[config.mk]
export PLATFORM = sky130hd
export DESIGN_NAME = gnn_result_collector_flat
export DESIGN_NICKNAME = d
export VERILOG_FILES = /design/src/rtl/gnn_result_collector_if.sv /design/src/rtl/gnn_result_collector.sv /design/src/flat_wrapper.sv
export SDC_FILE = /design/constraint.sdc
export NUM_CORES = 1
export LEC_CHECK = 0
export BUFFER_PORTS_ARGS = -buffer_cell sky130_fd_sc_hd__buf_2
export CAP_MARGIN = 5
export CORE_MARGIN = 8
export CORE_UTILIZATION = 54
export DETAILED_ROUTE_END_ITERATION = 8
export PLACE_DENSITY = 0.8
export SYNTH_ARGS = -nofsm -noshare
export SYNTH_HDL_FRONTEND = slang
export SYNTH_SLANG_ARGS = --single-unit
[constraint.sdc]
create_clock -name clk -period 6 [get_ports clk]
set_clock_uncertainty 0.1 [all_clocks]
set_input_delay 0.3 -clock clk [delete_from_list [all_inputs] [get_ports clk]]
set_output_delay 0.3 -clock clk [all_outputs]
set_load 0.01 [all_outputs]
[src/rtl/gnn_result_collector_if.sv]
// gnn_result_collector_if: result-capture inputs and drain stream between the GNN harness (master) and the collector (slave)
interface gnn_result_collector_if #(
  parameter int DATA_W = 21
);
  logic                start;
  logic [8*DATA_W-1:0] res_data;
  logic [7:0]          res_ready;
  logic [DATA_W-1:0]   dout;
  logic [2:0]          dout_idx;
  logic                dout_valid;
  logic                dout_ready;
  logic                dout_last;
  logic [3:0]          dout_class;
  logic                busy;
  logic                timeout_err;
  logic                overrun_err;
  modport master (
    output start, res_data, res_ready, dout_ready,
    input  dout, dout_idx, dout_valid, dout_last, dout_class, busy, timeout_err, overrun_err
  );
  modport slave (
    input  start, res_data, res_ready, dout_ready,
    output dout, dout_idx, dout_valid, dout_last, dout_class, busy, timeout_err, overrun_err
  );
endinterface

[src/rtl/gnn_result_collector.sv]
// gnn_result_collector: captures each of eight GNN result words once per start, then drains them in slot order.
// Optional per-node class bits are built when GNN_COLLECT_CLASS_EN is defined.
module gnn_result_collector #(
  parameter int DATA_W         = 21,
  parameter int TIMEOUT_CYCLES = 64,
  parameter int TO_W           = 8
) (
  input logic                 clk,
  input logic                 rst,
  gnn_result_collector_if.slave bus
);
  localparam logic [1:0] IDLE = 2'd0, WAIT = 2'd1, DRAIN = 2'd2;
  logic [1:0]        state_q, state_d;
  logic [7:0]        mask_q, mask_d;
  logic [TO_W-1:0]   cnt_q, cnt_d;
  logic [2:0]        ptr_q, ptr_d;
  logic              to_q, to_d, ov_q, ov_d, arm, fin;
  logic [DATA_W-1:0] word_q [8];
  logic [DATA_W-1:0] word_d [8];
  // a start on the final handshake re-arms straight into WAIT
  assign fin = state_q == DRAIN && bus.dout_ready && ptr_q == 3'd7;
  assign arm = bus.start && (state_q == IDLE || fin);
  always_comb begin
    state_d = state_q;
    mask_d  = mask_q;
    cnt_d   = cnt_q;
    ptr_d   = ptr_q;
    to_d    = to_q;
    ov_d    = ov_q;
    word_d  = word_q;
    if (state_q == WAIT) begin
      for (int k = 0; k < 8; k++)
        if (bus.res_ready[k] && !mask_q[k]) begin
          word_d[k] = bus.res_data[k*DATA_W +: DATA_W];
          mask_d[k] = 1'b1;
        end
      cnt_d = cnt_q + 1'b1;
      ptr_d = '0;
      if (mask_q == 8'hFF) state_d = DRAIN;
      else if (cnt_d == TO_W'(TIMEOUT_CYCLES) && mask_d != 8'hFF) begin
        to_d    = 1'b1;
        state_d = DRAIN;
      end
    end
    if (state_q == DRAIN && bus.dout_ready) begin
      state_d = fin ? IDLE : DRAIN;
      ptr_d   = ptr_q + 3'd1;
    end
    if (bus.start && state_q != IDLE && !fin) ov_d = 1'b1;
    if (arm) begin
      state_d = WAIT;
      mask_d  = '0;
      cnt_d   = '0;
      to_d    = 1'b0;
      ov_d    = 1'b0;
      word_d  = '{default: '0};
    end
  end
  always_ff @(posedge clk or posedge rst)
    if (rst) begin
      state_q <= IDLE;
      mask_q  <= '0;
      cnt_q   <= '0;
      ptr_q   <= '0;
      to_q    <= 1'b0;
      ov_q    <= 1'b0;
      word_q  <= '{default: '0};
    end else begin
      state_q <= state_d;
      mask_q  <= mask_d;
      cnt_q   <= cnt_d;
      ptr_q   <= ptr_d;
      to_q    <= to_d;
      ov_q    <= ov_d;
      word_q  <= word_d;
    end
  assign bus.dout_valid  = state_q == DRAIN;
  assign bus.busy        = state_q != IDLE;
  assign bus.dout        = bus.dout_valid ? word_q[ptr_q] : '0;
  assign bus.dout_idx    = bus.dout_valid ? ptr_q : 3'd0;
  assign bus.dout_last   = bus.dout_valid && ptr_q == 3'd7;
  assign bus.timeout_err = to_q;
  assign bus.overrun_err = ov_q;
`ifdef GNN_COLLECT_CLASS_EN
  logic [3:0] cls_q, cls_d;
  always_comb begin
    cls_d = cls_q;
    for (int n = 0; n < 4; n++)
      if (state_q != DRAIN) cls_d[n] = $signed(word_d[2*n+1]) > $signed(word_d[2*n]);
    if (state_d != DRAIN) cls_d = '0;
  end
  always_ff @(posedge clk or posedge rst)
    if (rst) cls_q <= '0;
    else cls_q <= cls_d;
  assign bus.dout_class = cls_q;
`else
  assign bus.dout_class = 4'b0000;
`endif
endmodule

[src/flat_wrapper.sv]
// flat-port wrapper written by rule: the top's interface ports become plain ports
module gnn_result_collector_flat 
#(
  parameter int DATA_W         = 21,
  parameter int TIMEOUT_CYCLES = 64,
  parameter int TO_W           = 8
)
  (clk, rst, bus_start, bus_res_data, bus_res_ready, bus_dout_ready, bus_dout, bus_dout_idx, bus_dout_valid, bus_dout_last, bus_dout_class, bus_busy, bus_timeout_err, bus_overrun_err);
  gnn_result_collector_if #(.DATA_W(DATA_W)) bus_i ();
  input logic clk;
  input logic rst;
  input wire logic [$bits(bus_i.start)-1:0] bus_start;
  input wire logic [$bits(bus_i.res_data)-1:0] bus_res_data;
  input wire logic [$bits(bus_i.res_ready)-1:0] bus_res_ready;
  input wire logic [$bits(bus_i.dout_ready)-1:0] bus_dout_ready;
  output wire logic [$bits(bus_i.dout)-1:0] bus_dout;
  output wire logic [$bits(bus_i.dout_idx)-1:0] bus_dout_idx;
  output wire logic [$bits(bus_i.dout_valid)-1:0] bus_dout_valid;
  output wire logic [$bits(bus_i.dout_last)-1:0] bus_dout_last;
  output wire logic [$bits(bus_i.dout_class)-1:0] bus_dout_class;
  output wire logic [$bits(bus_i.busy)-1:0] bus_busy;
  output wire logic [$bits(bus_i.timeout_err)-1:0] bus_timeout_err;
  output wire logic [$bits(bus_i.overrun_err)-1:0] bus_overrun_err;
  assign bus_i.start = bus_start;
  assign bus_i.res_data = bus_res_data;
  assign bus_i.res_ready = bus_res_ready;
  assign bus_i.dout_ready = bus_dout_ready;
  assign bus_dout = bus_i.dout;
  assign bus_dout_idx = bus_i.dout_idx;
  assign bus_dout_valid = bus_i.dout_valid;
  assign bus_dout_last = bus_i.dout_last;
  assign bus_dout_class = bus_i.dout_class;
  assign bus_busy = bus_i.busy;
  assign bus_timeout_err = bus_i.timeout_err;
  assign bus_overrun_err = bus_i.overrun_err;
  gnn_result_collector #(.DATA_W(DATA_W), .TIMEOUT_CYCLES(TIMEOUT_CYCLES), .TO_W(TO_W)) u_core (.clk(clk), .rst(rst), .bus(bus_i));
endmodule
==> flow_summary.rst <==
.. list-table::
   :header-rows: 1

   * - Metric
     - Value
   * - Number of max-capacitance violations reported
     - 0
   * - Unrepaired setup endpoints after global routing
     - false
   * - Adder-cell share of the synthesized area
     - 0.4031%
   * - DP HPWL
     - 18550 µm
   * - Total congestion overflow
     - 0
   * - Clock root buffer master
     - sky130_fd_sc_hd__clkbuf_16
   * - Result of the run
     - complete, no violations
   * - Total iterations of the first detailed-routing run
     - 5
   * - Port Buf Inserts
     - 208
   * - Start-to-end type of the worst setup path
     - reg2reg
   * - Minimum clock period after layout
     - 3139 ps
   * - Relative contribution of the clock network to total power
     - 22.4%
   * - Min Hold Slack
     - 4.405 ps
   * - Slew margin rel.
     - 18.01%
   * - Total setup violations reported at the end of the flow
     - 0
   * - Most used cells in the layout excluding fill and tap cells
     - sky130_fd_sc_hd__nand2_1 (360), sky130_fd_sc_hd__buf_2 (208), sky130_fd_sc_hd__dfrtp_1 (189)
   * - Utilization after layout
     - 66.90%
   * - Design Power
     - 5.192 mW
   * - Routed via count
     - 8052
   * - Cell chain of the critical path
     - buf_4 > ha_1 > nand2_1 > a21oi_2 > and2_4 > buf_4 > a21oi_1
   * - Part of the total power dissipated in sequential elements
     - 44.1%
   * - Hold Path Class
     - in2reg
   * - Maximum fanout along the worst path
     - 113
   * - Hold Violations, Final
     - 0
   * - Share of the clock period used by the worst path
     - 52.31%
   * - CP startpoint kind
     - register
   * - Share of post-route cells with drive strength above 1
     - 25.54%
   * - Number of setup buffers added after CTS
     - 0
   * - Synth-to-layout area growth
     - 22.53%
   * - Post-synthesis xor/xnor area fraction
     - 0.6583%
   * - Weighted congestion reported at the end of routability-driven placement
     - 0.8449
   * - Std-Cell Core Area
     - 17060 µm²
   * - Mux contribution to synthesized area
     - 12.63%
   * - Yosys cell types
     - 37
   * - Synth Area in Compound Gates
     - 10.84%
   * - Area of the die
     - 21700 µm²
   * - Biggest cell delay along the critical path
     - 970 ps
   * - Clock tree from TritonCTS
     - yes
   * - Routed len/inst
     - 19.28 µm
   * - CTS sink count
     - 191
   * - Net switching power of the design
     - 1.839 mW
   * - Routed wire length
     - 27680 µm
   * - Largest vdd supply drop
     - 0.0002392 V
   * - Via count normalized by instance count
     - 5.607
   * - Initial cell density of the core
     - 54.60%
   * - Most frequent CP cell
     - sky130_fd_sc_hd__buf_4
   * - DIE WIDTH
     - 147.3 µm
   * - Comb pwr share
     - 33.5%
   * - Total negative slack for setup checks
     - 0 ps
   * - Total power divided by cell area
     - 455.0 nW/µm²
   * - Initial antenna violation count
     - 1
   * - Number of synthesized register bits
     - 191
   * - Largest net degree at the start of global routing
     - 114
   * - Global-route usage over all layers
     - 25.69%
   * - Slew @ Worst Pin
     - 1230 ps
   * - Slew Limit Fails
     - 0
   * - Top_reg_cell synth
     - sky130_fd_sc_hd__dfrtp_1
   * - Static leakage power
     - 5.180 nW
   * - Internal power
     - 3.353 mW
   * - Critical path capture point type
     - register
   * - Asr flop ratio synth
     - 100.0%
   * - Filler Cell Count
     - 1348
   * - Global-route wire length before repair
     - 43830 µm
   * - CTS clk-pin slew, worst paths
     - 70 ps
   * - Number of global-route vias before repair
     - 8379
   * - Area of the mapped netlist
     - 9313 µm²
   * - Count of synthesis-stage warnings from yosys
     - 0
   * - Post-synth EDFFs
     - 0
   * - Die height
     - 147.3 µm
   * - Skew-Pair Late Insertion Delay
     - 430 ps
   * - Most common library cell in the layout ignoring fill and taps
     - sky130_fd_sc_hd__nand2_1
   * - Post-layout nets
     - 1380
   * - Post-synthesis simple-gate area fraction
     - 19.15%
   * - Main combinational cell family by area after synthesis
     - simple AND/OR/NAND/NOR gates
   * - Placed Instance Area
     - 10280 µm²
   * - FP Rows
     - 48
   * - Htree depth
     - 4
   * - Required time reported for the critical path endpoint
     - 6200 ps
   * - TritonCTS Buffers
     - 17
   * - # DRC
     - 0
   * - Slowest cell on crit path
     - sky130_fd_sc_hd__and2_4
   * - Net Sw Frac
     - 35.42%
   * - Share of synthesized area occupied by flip-flops and latches
     - 51.32%
   * - Achievable Freq
     - 318.6 MHz
   * - Cells after Synth
     - 983
   * - Data arrival time of the worst path
     - 3340 ps
   * - I/O Pins
     - 213
   * - Syn Area/Cell
     - 9.474 µm²
   * - Antenna violation net count after detailed routing
     - 0
   * - Largest buffer count on any clock path
     - 2
   * - DRC violation total after the first TritonRoute iteration
     - 778
   * - Cell area after layout
     - 11410 µm²
==> cell type report <==
type | count | area, µm² | area share [%]
flip-flops and latches | 191 | 4782 | 41.91
clock inverters | 11 | 128.9 | 1.129
inverters | 5 | 28.78 | 0.2522
multi-input cells | 714 | 4085 | 35.80
repair buffers | 268 | 1622 | 14.21
clock buffers | 21 | 480.5 | 4.211
well taps | 225 | 281.5 | 2.467
diodes | 1 | 2.502 | 0.02193
==> worst max-delay path, delay by kind of cell, from the launching register on <==
family / cells / cell delay, ps
AO/OA/AOI/OAI: 2 / 290
flip-flops: 1 / 330
adder cells (fa/ha/maj): 1 / 250
buffers and inverters: 2 / 910
AND/OR/NAND/NOR: 2 / 1040
==> stage by stage <==
step,instances,setup slack [ps]
6_report,1436,2861
5_1_grt,1436,2639
4_1_cts,1435,2904
3_5_place_dp,1351,2940
3_3_place_gp,1351,3041
2_1_floorplan,986,401.2
==> metal layers <==
layer  track usage (%)  routed length [µm]  vias to the layer above
li1                  -                   -                     3706
met1             31.96               10960                     3894
met2             41.49               13490                      381
met3             6.152                2158                       71
met4             12.49                1069                        0
met5                 0                   0                        -
==> logic make-up (layout without fill, tap and decap cells) <==
| logic type | count (synthesis) | in the layout |
|---|---|---|
| fa+ha+maj | 3 | 3 |
| other cells | 1 | 5 |
| flops | 191 | 191 |
| xor+xnor | 7 | 7 |
| mux | 65 | 65 |
| simple gates | 441 | 441 |
| compound gates | 194 | 194 |
| buf+inv | 81 | 305 |
==> sequential cells by signal, indices dropped and copies added (netlist names) <==
| name | flops |
|---|---|
| u_core.ptr_q | 3 |
| u_core.word_q | 168 |
| u_core.cnt_q | 8 |
| u_core.bus.timeout_err | 1 |
| u_core.state_q | 2 |
| u_core.bus.overrun_err | 1 |
| u_core.mask_q | 8 |
==> synthesized netlist by cell type (2+ instances only) <==
library cell               instances  area, µm²
sky130_fd_sc_hd__ha_1              3      37.54
sky130_fd_sc_hd__a21oi_1         179      895.9
sky130_fd_sc_hd__xnor2_1           4      35.03
sky130_fd_sc_hd__a22o_1            3      26.28
sky130_fd_sc_hd__buf_4            16      120.1
sky130_fd_sc_hd__inv_1             4      15.01
sky130_fd_sc_hd__buf_6             5      56.30
sky130_fd_sc_hd__xor2_1            3      26.28
sky130_fd_sc_hd__or2_1             9      56.30
sky130_fd_sc_hd__mux2i_1          23      230.2
sky130_fd_sc_hd__o22ai_1           4      25.02
sky130_fd_sc_hd__and2_1            5      31.28
sky130_fd_sc_hd__nand2_1         360       1351
sky130_fd_sc_hd__nand4_1           3      18.77
sky130_fd_sc_hd__nor2_1           49      183.9
sky130_fd_sc_hd__clkbuf_1          9      33.78
sky130_fd_sc_hd__mux4_2           42      945.9
sky130_fd_sc_hd__nor4_4            2      42.54
sky130_fd_sc_hd__o21ai_0           2      10.01
sky130_fd_sc_hd__dfrtp_1         191       4780
sky130_fd_sc_hd__nor2_2            6      37.54
sky130_fd_sc_hd__buf_2            46      230.2
==> worst paths after layout <==
path | start | to | slack [ps] | depth (start not counted)
setup / recovery | u_core.ptr_q[2] | u_core.word_q[49] | 2860 | 7
hold / removal | bus_res_data[77] | u_core.word_q[98] | 4 | 3
setup reg to reg | u_core.ptr_q[2] | u_core.word_q[49] | 2860 | 7
hold reg to reg | u_core.bus.overrun_err | u_core.bus.overrun_err | 400 | 2
max in group asynchronous | rst | u_core.word_q[34] | 3860 | 4
min in group asynchronous | rst | u_core.word_q[130] | 440 | 3
==> power by group through the flow <==
stage	sequential, mW	combinational [mW]	clock, mW
floorplan	2.15	1.37	0
global placement	2.25	1.64	0
detailed placement	2.28	1.71	0
CTS	2.28	1.75	1.17
global route	2.36	1.93	1.22
finish	2.29	1.74	1.16
==> what timing repair did <==
action,in CTS,in global routing
hold buffers,52,0
gates resized for setup,0,0
endpoints found under the hold margin,161,0
No activity file was read; power rests on OpenSTA's default activity.
